[config.mk]
export PLATFORM = sky130hd
export DESIGN_NAME = mov_wide_encoder
export DESIGN_NICKNAME = d
export VERILOG_FILES = /design/src/rtl/legv8_pkg.sv /design/src/rtl/hw_next_nonzero.sv /design/src/rtl/mov_wide_encoder.sv
export SDC_FILE = /design/constraint.sdc
export NUM_CORES = 1
export LEC_CHECK = 0
export ABC_CLOCK_PERIOD_IN_PS = 3800
export BUFFER_PORTS_ARGS = -buffer_cell sky130_fd_sc_hd__buf_2
export CAP_MARGIN = 10
export CORE_MARGIN = 2
export CORE_UTILIZATION = 35
export CTS_CLUSTER_DIAMETER = 60
export DETAILED_ROUTE_END_ITERATION = 7
export PLACE_DENSITY = 0.68
export SYNTH_ARGS = -nofsm -noshare
export SYNTH_HDL_FRONTEND = slang
export SYNTH_SLANG_ARGS = --single-unit
[constraint.sdc]
create_clock -name clock -period 3.8 [get_ports clock]
set_clock_uncertainty 0.15 [all_clocks]
set_input_delay 0.76 -clock clock [delete_from_list [all_inputs] [get_ports clock]]
set_output_delay 0.76 -clock clock [all_outputs]
set_load 0.03 [all_outputs]
[src/rtl/legv8_pkg.sv]
// legv8_pkg: shared LEGv8 wide-move opcodes and encoder FSM states
package legv8_pkg;
  localparam logic [8:0] OPC_MOVZ = 9'b110100101;
  localparam logic [8:0] OPC_MOVK = 9'b111100101;
  typedef enum logic [1:0] {IDLE, ISSUE_Z, ISSUE_K} state_t;
endpackage

[src/rtl/hw_next_nonzero.sv]
// hw_next_nonzero: first nonzero halfword at or above cur, plus whether it is the last nonzero one (built only with MOV_SKIP_ZERO_EN)
`ifdef MOV_SKIP_ZERO_EN
module hw_next_nonzero #(
  parameter int HW_COUNT = 4
) (
  input  logic [16*HW_COUNT-1:0] imm,
  input  logic [1:0]             cur,
  output logic [1:0]             nxt,
  output logic                   last
);
  // all-zero remainder falls back to cur, so imm==0 yields a single hw0 MOVZ
  always_comb begin
    nxt = cur;
    last = 1'b1;
    for (int i = HW_COUNT - 1; i >= 0; i--)
      if (i >= int'(cur) && |imm[16*i +: 16]) nxt = i[1:0];
    for (int i = 0; i < HW_COUNT; i++)
      if (i > int'(nxt) && |imm[16*i +: 16]) last = 1'b0;
  end
endmodule
`endif

[src/rtl/mov_wide_encoder.sv]
// mov_wide_encoder: expands a wide constant into a LEGv8 MOVZ/MOVK sequence (MOV_SKIP_ZERO_EN skips zero halfwords)
module mov_wide_encoder
  import legv8_pkg::*;
#(
  parameter int HW_COUNT = 4
) (
  input  logic                   clock,
  input  logic                   reset,
  input  logic                   in_valid,
  output logic                   in_ready,
  input  logic [16*HW_COUNT-1:0] imm,
  input  logic [4:0]             rd,
  output logic [31:0]            instr,
  output logic                   out_valid,
  input  logic                   out_ready,
  output logic                   done
);
  state_t                 state;
  logic [1:0]             hw;
  logic [1:0]             hw_emit;
  logic                   last;
  logic [16*HW_COUNT-1:0] cap_imm;
  logic [4:0]             cap_rd;
`ifdef MOV_SKIP_ZERO_EN
  hw_next_nonzero #(.HW_COUNT(HW_COUNT)) u_next (
    .imm (cap_imm),
    .cur (hw),
    .nxt (hw_emit),
    .last(last)
  );
`else
  assign hw_emit = hw;
  assign last = hw == 2'(HW_COUNT - 1);
`endif
  assign in_ready = state == IDLE;
  assign out_valid = state != IDLE;
  assign instr = out_valid ? {state == ISSUE_Z ? OPC_MOVZ : OPC_MOVK, hw_emit, cap_imm[16*hw_emit +: 16], cap_rd} : 32'h0;
  // capture on input handshake, advance hw on output handshake, pulse done after the last one
  always_ff @(posedge clock) begin
    if (reset) begin
      state <= IDLE;
      hw <= 2'd0;
      cap_imm <= '0;
      cap_rd <= 5'd0;
      done <= 1'b0;
    end else begin
      done <= 1'b0;
      if (in_valid && in_ready) begin
        cap_imm <= imm;
        cap_rd <= rd;
        hw <= 2'd0;
        state <= ISSUE_Z;
      end else if (out_valid && out_ready) begin
        if (last) begin
          state <= IDLE;
          done <= 1'b1;
        end else begin
          state <= ISSUE_K;
          hw <= hw_emit + 2'd1;
        end
      end
    end
  end
endmodule

==> results.py, run 1 <==
metrics = {
    "worst_setup_path": {
        "cp-start-kind": "register",
        "cp_cell_sequence": "mux4_2 -> nor2b_1 -> buf_2",
        "path_max_fanout": 19,
        "crit_type": "register to primary output",
        "endpoint_kind": "primary output",
        "required_ns": 2.89,
        "slowest_delay_ns": 0.97,
        "cp_data_arrival_time_ns": 2.06,
        "cp_slowest_cell": "dfxtp_1",
    },
    "power_and_ir_drop": {
        "p_seq_frac": 0.477,
        "switching_power_uw": 482,
        "comb_power_share": 0.157,
        "powerDensity_nw_per_um2": 451,
        "internal-power_uw": 1300,
        "switching_share": 0.270,
        "peakVddDrop_mv": 0.172,
        "total_leakage_power_uw": 0.00169,
        "pwr-share-clk": 0.366,
    },
    "global_routing": {
        "antenna_found_initial": 0,
        "gr-usage-all-layers": 0.156,
        "grt.overflow.total": 0,
        "grt_pass1_wl_um": 12500,
        "grt_start_max_net_pins": 40,
        "grt_pass1_vias": 2658,
    },
    "yosys": {
        "synth_area_per_cell_um2": 8.69,
        "synthTopCellsByCount": "nand2_1, dfxtp_1, a21oi_1",
        "synth.most_common_cell": "nand2_1",
        "synth_warnings": 0,
        "synthArstFlopShare": 0,
        "yosysTopAreaCellShare": 0.452,
        "yosysSeqAreaShare": 0.452,
        "synth.area.top_cells": "dfxtp_1, nand2_1, a21oi_1",
        "syn_area_um2": 3280,
        "ys.flop_type": "dfxtp_1",
        "ys_types": 27,
        "synth.largest_area_cell": "dfxtp_1",
        "ys_ff_latch": 74,
        "synth-edff-count": 0,
        "syn_inst": 377,
    },
    "clock_network": {
        "insertion_delay_ns": 0.34,
        "ctsHoldBuffers": 0,
        "cts_resized": 0,
        "postCtsSetupBuffers": 0,
        "ctsRootBufferMaster": "clkbuf_8",
        "cts_buffers": 9,
        "path_clk_slew_ns": 0.07,
        "htree_levels": 3,
        "numClockSinks": 74,
        "clock_path_buffers": 2,
        "tritoncts": "done",
    },
    "routing": {
        "ant_nets": 0,
        "wl_per_cell_um": 13.0,
        "vias_per_cell": 4.82,
        "drc": 0,
        "vias": 2791,
        "drtIter0Drc": 82,
        "firstDrtPassIters": 4,
        "wl_um": 7510,
    },
    "floorplanning": {
        "die_h_um": 101,
        "die_w_um": 101,
        "core_region_area_um2": 9150,
        "die_area_um2": 10200,
        "rows": 35,
        "start_util": 0.358,
        "boundaryPins": 108,
    },
    "layout": {
        "drive_gt1_frac": 0.303,
        "n_fill_cell": 915,
        "synthToLayoutAreaGrowth_pct": 20.7,
        "multi_input_area_um2": 1530,
        "nets": 537,
        "antenna_cells": 0,
        "instances_no_fill": 579,
        "regArea_um2": 1480,
    },
    "timing": {
        "finalSetupTns_ns": 0,
        "max_freq_mhz": 337,
        "whs_ns": 0.301,
        "rsz0062_at_grt": "false",
        "min_period_over_period": 0.781,
        "tightest_slew_ns": 0.981,
        "setup_violations": 0,
        "final_hold_viol_count": 0,
        "max-slew-margin-rel": 0.345,
        "slew_violations": 0,
        "fin_crit_ns": 2.97,
    },
    "place": {
        "dp_hpwl_um": 5150,
        "portBuffers": 104,
        "dp_cells": 563,
        "gp_congestion": 0.720,
    },
    "run": {
        "cap_violations": 0,
    },
    "status": {
        "status": "finished clean",
    },
    "min_path": {
        "hold_class": "register to register",
    },
}
-- cells by family after synthesis --
logic type,Yosys count,share of synthesized area
adders and majority gates,1,0.00382
and+or+nand+nor,167,0.216
AOI/OAI and AO/OA,77,0.125
buffers and inverters,41,0.0851
other,1,0.00114
muxes,16,0.117
DFF,74,0.452
-- registers in the layout, summed over array words and instances, names as in the netlist --
| name | cells |
|---|---|
| cap_rd | 5 |
| done | 1 |
| hw | 2 |
| cap_imm | 64 |
| state | 2 |
-- layer usage --
metal	up-vias	wire, um	GRT usage
met1	1279	3320	0.197
met2	89	3660	0.262
met5	-	0	0
li1	1413	-	-
met3	10	436	0.0381
met4	0	89	0.0537
-- per-stage QoR --
stage / setup slack (ns) / power (uW) / util / instance area (um2)
finish: 0.833 / 1790 / 0.432 / 3960
floorplan: 1.15 / 1080 / - / 3280
global route: 0.685 / 1890 / 0.432 / 3960
global placement: 1.19 / 1150 / 0.408 / 3740
detailed placement: 1.15 / 1150 / 0.408 / 3740
CTS: 0.770 / 1820 / 0.432 / 3960
-- layout by cell type (no fill, tap or decap), types with 2 or more instances in the layout --
master / instances
buf_4: 7
a21oi_1: 71
bufinv_16: 2
mux4_2: 10
inv_1: 3
conb_1: 3
clkinv_2: 2
clkinvlp_4: 2
buf_2: 104
mux4_1: 6
nor2b_1: 22
clkbuf_8: 9
dfxtp_1: 74
nand2_1: 138
-- final timing paths --
kind / slack [ns] / from / depth (start not counted) / to
hold reg to reg: 0.30 / cap_imm[51] / 2 / cap_imm[51]
setup / recovery: 0.83 / hw[1] / 3 / instr[18]
setup reg to reg: 1.64 / state[1] / 4 / hw[1]
hold / removal: 0.30 / cap_imm[51] / 2 / cap_imm[51]
-- worst max-delay path: cells and delay by family (launching register included) --
kind | cells | cell delay (ns)
flip-flops | 1 | 0.97
buffers and inverters | 1 | 0.20
multiplexers | 1 | 0.40
AND/OR/NAND/NOR | 1 | 0.14
-- power groups by stage --
stage                     sequential, uW  combinational, uW  clock, uW
final                                852                280        653
after CTS                            852                285        678
after detailed placement             871                284          0
after global routing                 859                313        717
after floorplan                      862                223          0
after global placement               868                278          0
-- area by class of cell --
class	instances	area share
timing repair buffer	111	0.145
clock buffer	9	0.0313
tap	111	0.0351
sequential	74	0.375
clock inverter	7	0.0237
inverter	3	0.00285
multi-input combinational	264	0.388
Note: power is estimated with default switching activity, not from simulation.
==> run 2: changes to the inputs <==
--- a/config.mk
+++ b/config.mk
@@ -5,7 +5,7 @@
 export SDC_FILE = /design/constraint.sdc
 export NUM_CORES = 1
 export LEC_CHECK = 0
-export ABC_CLOCK_PERIOD_IN_PS = 3800
+export ABC_CLOCK_PERIOD_IN_PS = 2800
 export BUFFER_PORTS_ARGS = -buffer_cell sky130_fd_sc_hd__buf_2
 export CAP_MARGIN = 10
 export CORE_MARGIN = 2
==> constraint.sdc (replaced) <==
create_clock -name clock -period 2.8 [get_ports clock]
set_clock_uncertainty 0.15 [all_clocks]
set_input_delay 0.56 -clock clock [delete_from_list [all_inputs] [get_ports clock]]
set_output_delay 0.56 -clock clock [all_outputs]
set_load 0.03 [all_outputs]
==> run 2 against run 1 <==
  * Power rose by 37%
  * Design area rose by 1.1%
  * Critical path depth rose by 1
  * Combinational power rose by 38%
  * Utilization rose by 0.46 points
==> results.py, run 2 (synthesis results as in run 1) <==
metrics = {
    "timing": {
        "fin_crit_ns": 2.71,
        "final_hold_viol_count": 0,
        "finalSetupTns_ns": 0,
        "tightest_slew_ns": 0.521,
        "slew_violations": 0,
        "rsz0062_at_grt": "false",
        "setup_violations": 0,
        "max-slew-margin-rel": 0.653,
        "setup_ws_ns": 0.0946,
        "whs_ns": 0.293,
        "min_period_over_period": 0.966,
        "max_freq_mhz": 370,
    },
    "layout": {
        "antenna_cells": 0,
        "fin_util": 0.437,
        "top_regs": "cap_imm (64), cap_rd (5)",
        "drive_gt1_frac": 0.309,
        "top_register": "cap_imm",
        "final_common_cell": "nand2_1",
        "layout_common_cells": "nand2_1, buf_2, dfxtp_1",
        "nets": 541,
        "largest_reg_flops": 64,
        "synthToLayoutAreaGrowth_pct": 22.0,
    },
    "clock_network": {
        "cts_resized": 0,
        "postCtsSetupBuffers": 0,
        "ctsRootBufferMaster": "clkbuf_8",
        "clock_path_buffers": 2,
        "tritoncts": "done",
        "path_clk_slew_ns": 0.08,
        "insertion_delay_ns": 0.33,
        "ctsHoldBuffers": 0,
        "numClockSinks": 74,
        "cts_buffers": 9,
        "htree_levels": 3,
    },
    "worst_setup_path": {
        "required_ns": 2.09,
        "path_buf_inv": 2,
        "slowest_delay_ns": 0.58,
        "path_max_fanout": 7,
        "cp_slowest_cell": "mux4_1",
        "cp-start-kind": "register",
        "regToRegEndpoint": "hw[0]",
        "cp_data_arrival_time_ns": 2.00,
        "crit_type": "register to primary output",
        "cp_top_family": "multiplexers",
        "endpoint_kind": "primary output",
        "r2r_start": "hw[1]",
        "cp_cell_sequence": "buf_4 -> mux4_1 -> nor2b_1 -> buf_2",
        "reg2reg_slack_ns": 1.10,
        "ff2ff_path_depth": 4,
    },
    "floorplanning": {
        "die_area_um2": 10200,
        "die_h_um": 101,
        "die_w_um": 101,
        "rows": 35,
        "core_region_area_um2": 9150,
        "start_util": 0.358,
        "boundaryPins": 108,
    },
    "power_and_ir_drop": {
        "powerDensity_nw_per_um2": 611,
        "power.total_uw": 2440,
        "peakVddDrop_mv": 0.235,
        "total_leakage_power_uw": 0.00171,
    },
    "global_routing": {
        "grt_pass1_wl_um": 12800,
        "grt.overflow.total": 0,
        "gr-usage-all-layers": 0.160,
        "antenna_found_initial": 0,
        "grt_start_max_net_pins": 62,
        "grt_pass1_vias": 2669,
    },
    "routing": {
        "wl_um": 7670,
        "vias_per_cell": 4.81,
        "vias": 2807,
        "ant_nets": 0,
        "wl_per_cell_um": 13.2,
        "firstDrtPassIters": 6,
        "drc": 0,
        "drtIter0Drc": 80,
    },
    "run": {
        "cap_violations": 0,
    },
    "place": {
        "dp_hpwl_um": 5380,
        "portBuffers": 104,
        "gp_congestion": 0.762,
        "pre_cts_ws_ns": 0.443,
    },
    "min_path": {
        "hold_class": "input port to register",
        "hold_path_end": "state[1]",
        "hp-start": "out_ready",
        "min_path_cells": 2,
    },
    "status": {
        "status": "finished clean",
    },
}
run 2: per-layer routing:
layer	share of wire	track usage
met4	0.0022	0.0443
met3	0.055	0.0430
met5	0	0
met1	0.46	0.205
met2	0.48	0.265
run 2: how the worst max path moves through the flow:
stage,from,to,slack [ns],depth (start not counted)
3_5_place_dp,hw[0],instr[12],0.44,4
4_1_cts,hw[0],instr[12],0.06,4
6_report,hw[0],instr[12],0.09,4
5_1_grt,hw[0],instr[12],0.005,4
3_3_place_gp,hw[0],instr[12],0.50,4
2_1_floorplan,state[0],instr[23],0.35,4
run 2: area by class of cell:
cell class	instances	area [um2]
fillers	920	5150
multi-input cells	264	1530
flip-flops and latches	74	1480
repair buffers	115	616
well taps	111	139
clock buffers	9	124
clock inverters	7	93.8
inverters	3	11.3
run 2: report_power, final:
| group | switching [uW] | internal (uW) |
|---|---|---|
| combinational | 232 | 155 |
| sequential | 37.0 | 1120 |
| clock | 397 | 500 |
run 2: stage by stage:
stage / area (um2) / instances
after CTS: 4000 / 583
after global routing: 4000 / 583
after detailed placement: 3780 / 567
after global placement: 3780 / 567
after floorplan: 3280 / 379
final: 4000 / 583
